### config.mk
export PLATFORM = sky130hd
export DESIGN_NAME = irq_encoder_flat
export DESIGN_NICKNAME = d
export VERILOG_FILES = /design/src/rtl/irq_pkg.sv /design/src/rtl/irq_encoder_if.sv /design/src/rtl/irq_encoder_prio_enc8.sv /design/src/rtl/irq_encoder.sv /design/src/flat_wrapper.sv
export SDC_FILE = /design/constraint.sdc
export NUM_CORES = 1
export LEC_CHECK = 0
export ABC_CLOCK_PERIOD_IN_PS = 2200
export CAP_MARGIN = 20
export CORE_MARGIN = 2
export CORE_UTILIZATION = 35
export CTS_BUF_LIST = sky130_fd_sc_hd__clkbuf_4
export DETAILED_ROUTE_END_ITERATION = 10
export GPL_ROUTABILITY_DRIVEN = 1
export GPL_TIMING_DRIVEN = 0
export RECOVER_POWER = 100
export SETUP_SLACK_MARGIN = 0.02
export SYNTH_ARGS = -nofsm -noshare
export SYNTH_HDL_FRONTEND = slang
export SYNTH_SLANG_ARGS = --single-unit
### constraint.sdc
create_clock -name clk -period 2.2 [get_ports clk]
set_input_delay 0.44 -clock clk [delete_from_list [all_inputs] [get_ports clk]]
set_output_delay 0.44 -clock clk [all_outputs]
set_load 0.02 [all_outputs]
### src/rtl/irq_pkg.sv
// Shared types and constants for the interrupt request encoder.
//   N_REQ     : number of request lines
//   ID_W      : width of an encoded request index (log2 of N_REQ)
//   req_vec_t : one bit per request line
//   id_t      : encoded request index
//   state_t   : presentation FSM state
package irq_pkg;

  localparam int N_REQ = 8;
  localparam int ID_W  = $clog2(N_REQ);

  typedef logic [N_REQ-1:0] req_vec_t;
  typedef logic [ID_W-1:0]  id_t;

  typedef enum logic {
    IDLE    = 1'b0,
    PRESENT = 1'b1
  } state_t;

  // One-hot vector with only bit 'id' set.
  function automatic req_vec_t id_onehot(input id_t id);
    return req_vec_t'(1) << id;
  endfunction

endpackage

### src/rtl/irq_encoder_if.sv
// Valid/ready output channel carrying encoded request IDs.
//   id_o    : encoded index of the presented request
//   valid_o : id_o holds a presented request
//   ready_i : consumer accepts id_o this cycle when valid_o=1
// master = encoder side, slave = consumer side.
interface irq_encoder_if;
  import irq_pkg::*;

  id_t  id_o;
  logic valid_o;
  logic ready_i;

  modport master (
    output id_o,
    output valid_o,
    input  ready_i
  );

  modport slave (
    input  id_o,
    input  valid_o,
    output ready_i
  );

endinterface

### src/rtl/irq_encoder_prio_enc8.sv
// Combinational lowest-index-first priority encoder.
//   in  : candidate vector
//   idx : index of the lowest set bit (0 when nothing is set)
//   any : at least one bit of in is set
module prio_enc8
  import irq_pkg::*;
(
  input  req_vec_t in,
  output id_t      idx,
  output logic     any
);

  always_comb begin
    idx = '0;
    any = 1'b0;
    // Scan from the top down so the lowest set bit is the last to write idx.
    for (int i = N_REQ - 1; i >= 0; i--) begin
      if (in[i]) begin
        idx = id_t'(i);
        any = 1'b1;
      end
    end
  end

endmodule

### src/rtl/irq_encoder.sv
// Sequential 8-to-3 interrupt encoder.
// Captures rising edges of the request lines into a pending register and
// presents the lowest-index unmasked pending request on a valid/ready channel,
// once per captured event.
//   clk        : clock, all state on the rising edge
//   rst_n      : asynchronous active-low reset
//   req_i      : request lines, level-sampled, edge-detected internally
//   mask_i     : 1 = bit excluded from selection (still kept pending)
//   clr_ovf_i  : clears the sticky overflow flag
//   bus        : id_o / valid_o / ready_i handshake (master side)
//   pending_o  : current pending register
//   overflow_o : sticky flag, an event arrived on an already-pending bit
module irq_encoder
  import irq_pkg::*;
(
  input  logic     clk,
  input  logic     rst_n,
  input  req_vec_t req_i,
  input  req_vec_t mask_i,
  input  logic     clr_ovf_i,
  irq_encoder_if.master bus,
  output req_vec_t pending_o,
  output logic     overflow_o
);

  state_t   state_reg;
  req_vec_t req_q_reg;
  req_vec_t pending_reg;
  logic     overflow_reg;
  id_t      id_reg;
  logic     valid_reg;

  req_vec_t rise;
  req_vec_t clr;
  req_vec_t cand;
  req_vec_t pending_next;
  logic     overflow_next;
  logic     accept;
  id_t      cand_idx;
  logic     cand_any;

  always_comb begin
    rise   = req_i & ~req_q_reg;
    accept = valid_reg & bus.ready_i;
    clr    = accept ? id_onehot(id_reg) : '0;
    // A new rise on the bit being accepted re-pends it (set beats clear).
    pending_next  = (pending_reg & ~clr) | rise;
    // An event is lost only if its bit is still pending after this cycle's clear.
    overflow_next = (|(rise & pending_reg & ~clr)) | (overflow_reg & ~clr_ovf_i);
    // The bit being accepted is excluded so back-to-back issue never repeats it.
    cand = pending_reg & ~mask_i & ~clr;
  end

  prio_enc8 u_prio_enc8 (
    .in  (cand),
    .idx (cand_idx),
    .any (cand_any)
  );

  always_ff @(posedge clk or negedge rst_n) begin
    if (!rst_n) begin
      state_reg    <= IDLE;
      req_q_reg    <= '0;
      pending_reg  <= '0;
      overflow_reg <= 1'b0;
      id_reg       <= '0;
      valid_reg    <= 1'b0;
    end else begin
      req_q_reg    <= req_i;
      pending_reg  <= pending_next;
      overflow_reg <= overflow_next;
      case (state_reg)
        IDLE: begin
          if (cand_any) begin
            id_reg    <= cand_idx;
            valid_reg <= 1'b1;
            state_reg <= PRESENT;
          end
        end
        PRESENT: begin
          // The presented ID is held until accepted, even if it gets masked
          // or a higher-priority request arrives meanwhile.
          if (bus.ready_i) begin
            if (cand_any) begin
              id_reg <= cand_idx;
            end else begin
              valid_reg <= 1'b0;
              state_reg <= IDLE;
            end
          end
        end
        default: begin
          valid_reg <= 1'b0;
          state_reg <= IDLE;
        end
      endcase
    end
  end

  assign bus.id_o    = id_reg;
  assign bus.valid_o = valid_reg;
  assign pending_o   = pending_reg;
  assign overflow_o  = overflow_reg;

endmodule

### src/flat_wrapper.sv
// flat-port wrapper written by rule: the top's interface ports become plain ports
module irq_encoder_flat import irq_pkg::*;
  (clk, rst_n, req_i, mask_i, clr_ovf_i, pending_o, overflow_o, bus_id_o, bus_valid_o, bus_ready_i);
  irq_encoder_if bus_i ();
  input  logic clk;
  input  logic rst_n;
  input  req_vec_t req_i;
  input  req_vec_t mask_i;
  input  logic clr_ovf_i;
  output req_vec_t pending_o;
  output logic overflow_o;
  output wire logic [$bits(bus_i.id_o)-1:0] bus_id_o;
  output wire logic [$bits(bus_i.valid_o)-1:0] bus_valid_o;
  input wire logic [$bits(bus_i.ready_i)-1:0] bus_ready_i;
  assign bus_id_o = bus_i.id_o;
  assign bus_valid_o = bus_i.valid_o;
  assign bus_i.ready_i = bus_ready_i;
  irq_encoder u_core (.clk(clk), .rst_n(rst_n), .req_i(req_i), .mask_i(mask_i), .clr_ovf_i(clr_ovf_i), .bus(bus_i), .pending_o(pending_o), .overflow_o(overflow_o));
endmodule
==> flow_metrics.env <==
export IMPL_status="complete, no violations"
export IMPL_grt_pass1_wl_mm=3.988
export IMPL_cp_slowest_stage_delay_ns=0.50
export IMPL_start_kind="flop"
export IMPL_synth_area_um2=1027
export IMPL_nets=157
export IMPL_gr_total_overflow=0
export IMPL_io_buffers=32
export IMPL_final_antenna_net_count=0
export IMPL_synth_top_area_cell="dfrtp_1"
export IMPL_clk_path_buf_depth=2
export IMPL_ys_seq_elements=22
export IMPL_crit_arrival_ns=2.23
export IMPL_yosys_warnings=0
export IMPL_period_share_pct=92.08
export IMPL_p_leak_nw=0.6090
export IMPL_drtPass1Iterations=4
export IMPL_die_y_um=58.18
export IMPL_min_period_ns=2.026
export IMPL_antenna_found_initial=0
export IMPL_mostFrequentLayoutCell="dfrtp_1"
export IMPL_grt_pass1_vias=886
export IMPL_cp_top_family="compound AO/OA/AOI/OAI gates"
export IMPL_worst_endpoint_required_ns=2.40
export IMPL_drive_gt1_share_pct=14.71
export IMPL_internal_power_uw=998.8
export IMPL_crit_type="reg -> reg"
export IMPL_seq_area_frac_synth_pct=53.59
export IMPL_min_path_type="in -> async"
export IMPL_crit_chain="nand2b_1 > o21ai_2 > o2111ai_2 > o31ai_2 > mux2_1"
export IMPL_r2r_start="u_core.bus.id_o[0]"
export IMPL_h_tree_depth=1
export IMPL_p_per_area_nw_per_um2=1066
export IMPL_critPathBufInv=0
export IMPL_pwr_share_clk_pct=19.1
export IMPL_hold_viol=0
export IMPL_total_power_mw=1.613
export IMPL_cp_max_fo=8
export IMPL_die_x_um=58.18
export IMPL_synth_top_area_share_pct=53.59
export IMPL_totalWireLength_mm=2.336
export IMPL_seq_power_share_pct=37.3
export IMPL_clock_sinks=22
export IMPL_avgSynthCellArea_um2=10.48
export IMPL_synthDistinctLibCells=30
export IMPL_syn_to_final_growth_pct=47.38
export IMPL_ir_drop_mv=0.8732
export IMPL_drc=0
export IMPL_cts_clk_slew_worst_paths_ns=0.12
export IMPL_tightest_slew_ns=0.8138
export IMPL_crit_slowest_cell="dfrtp_1"
export IMPL_via_per_inst=5.216
export IMPL_dp_hpwl_mm=1.728
export IMPL_hold_ws_ns=0.4510
export IMPL_final_cell_mix="dfrtp_1, clkdlybuf4s50_1, o21ai_0, inv_1, dlygate4sd3_1"
export IMPL_wire_per_inst_um=13.99
export IMPL_fillCellCount=260
export IMPL_swShare_pct=38.09
export IMPL_place_area_um2=1386
export IMPL_max_clock_freq_mhz=493.7
export IMPL_holdBufCountCts=0
export IMPL_slew_violations=0
export IMPL_end_kind="flop"
export IMPL_drt_iter0_markers=30
export IMPL_p_comb_share_pct=43.5
export IMPL_ff2ff_setup_slack_ns=0.17
export IMPL_max_cap_violations=0
export IMPL_relSlewSlack_pct=45.74
export IMPL_fin_setup_tns_ns=0
export IMPL_numCtsBuffers=3
export IMPL_die_area_um2=3384
export IMPL_place_gp_congestion=0.8471
export IMPL_rows=19
export IMPL_fin_area_um2=1514
export IMPL_vias=871
export IMPL_seq_area_um2=550.5
export IMPL_pin_count=33
export IMPL_final_util_pct=54.43
export IMPL_grt_max_degree=23
export IMPL_critPathLaunch="u_core.bus.id_o[0]"
export IMPL_antennaDiodeCount=0
export IMPL_clk_latency_ns=0.31
export IMPL_syn_nets=118
export IMPL_multi_input_area_um2=500.5
export IMPL_core_region_area_um2=2781
export IMPL_cts_root_buf="clkbuf_4"
export IMPL_clock_skew_ns=0.002142
export IMPL_track_usage_pct=15.66
export IMPL_cts_tree="done"
export IMPL_setup_viol=0
export IMPL_ys_top_cells_by_area="dfrtp_1, o21ai_0, inv_1, nand2b_1, nor3_1"
export IMPL_synth_cells=98
export IMPL_initial_core_util_pct=36.93
export IMPL_p_switching_uw=614.6
[power by group through the flow]
stage	Sequential (mW)	Clock, mW	Combinational (mW)
finish	0.602	0.309	0.702
floorplan	0.674	0	0.272
global placement	0.592	0	0.634
CTS	0.588	0.326	0.645
detailed placement	0.592	0	0.640
global route	0.619	0.337	0.770
[metal layers]
| metal | GRT usage (%) | up-vias | routed length (um) |
|---|---|---|---|
| met3 | 6.027 | 5 | 133 |
| met5 | 0 | - | 0 |
| met4 | 5.316 | 0 | 29 |
| met1 | 20.57 | 405 | 1008 |
| li1 | - | 439 | - |
| met2 | 23.70 | 22 | 1164 |
[synth_stat cells]
master and n:
dfrtp_1 22, o21a_1 3, nand3_2 1, nand3b_4 1
nand3_1 1, nor2_1 2, inv_1 10, nand2_1 6
o311ai_1 1, o22a_1 1, nand2b_1 5, o22ai_2 1
o21ai_0 11, a31o_1 1, o211a_1 1, o32a_1 1
o22a_2 1, nor2b_1 3, nor3_1 6, nor4_1 1
o21ai_2 1, o2111ai_2 1, o31ai_1 1, o22ai_1 2
a2111oi_0 1, a21oi_1 3, o21ai_1 6, o31ai_2 2
mux2_1 1, o211ai_1 1
[layout make-up]
class                   instances  share of cell area, %
repair buffers                 34                  22.07
inverters                      10                  2.479
multi-input cells              66                  33.06
clock buffers                   3                  1.488
clock inverters                 1                  1.983
well taps                      31                  2.562
flip-flops and latches         22                  36.36
[stage by stage]
stage          cells  worst slack [ns]
6_report         167            0.1743
3_5_place_dp     161           -0.3647
4_1_cts          165           0.03127
2_1_floorplan     98            0.3032
3_3_place_gp     161           -0.3757
5_1_grt          167         -0.009770
[final timing paths]
kind | cells after the start | to
min in group clk | 1 | u_core.pending_o[1]
worst max-delay path | 5 | u_core.bus.id_o[0]
max in group asynchronous | 2 | u_core.req_q_reg[7]
worst max register to register | 5 | u_core.bus.id_o[0]
worst min-delay path | 1 | u_core.bus.id_o[2]
worst min register to register | 1 | u_core.pending_o[1]
[cell families after synthesis]
family                 after synthesis  synth area share [%]
muxes                                1                 1.096
and+or+nand+nor                     26                 14.74
AOI/OAI and AO/OA                   39                 26.92
buffers and inverters               10                 3.654
DFF                                 22                 53.59
[what timing repair did]
| item | 4_1_cts | 5_1_grt |
|---|---|---|
| setup endpoints to repair | 1 | 2 |
| buffers inserted | 0 | 1 |
| pin swaps | 0 | 1 |
| gates resized for setup | 1 | 11 |
(Power assumes the default switching activity.)
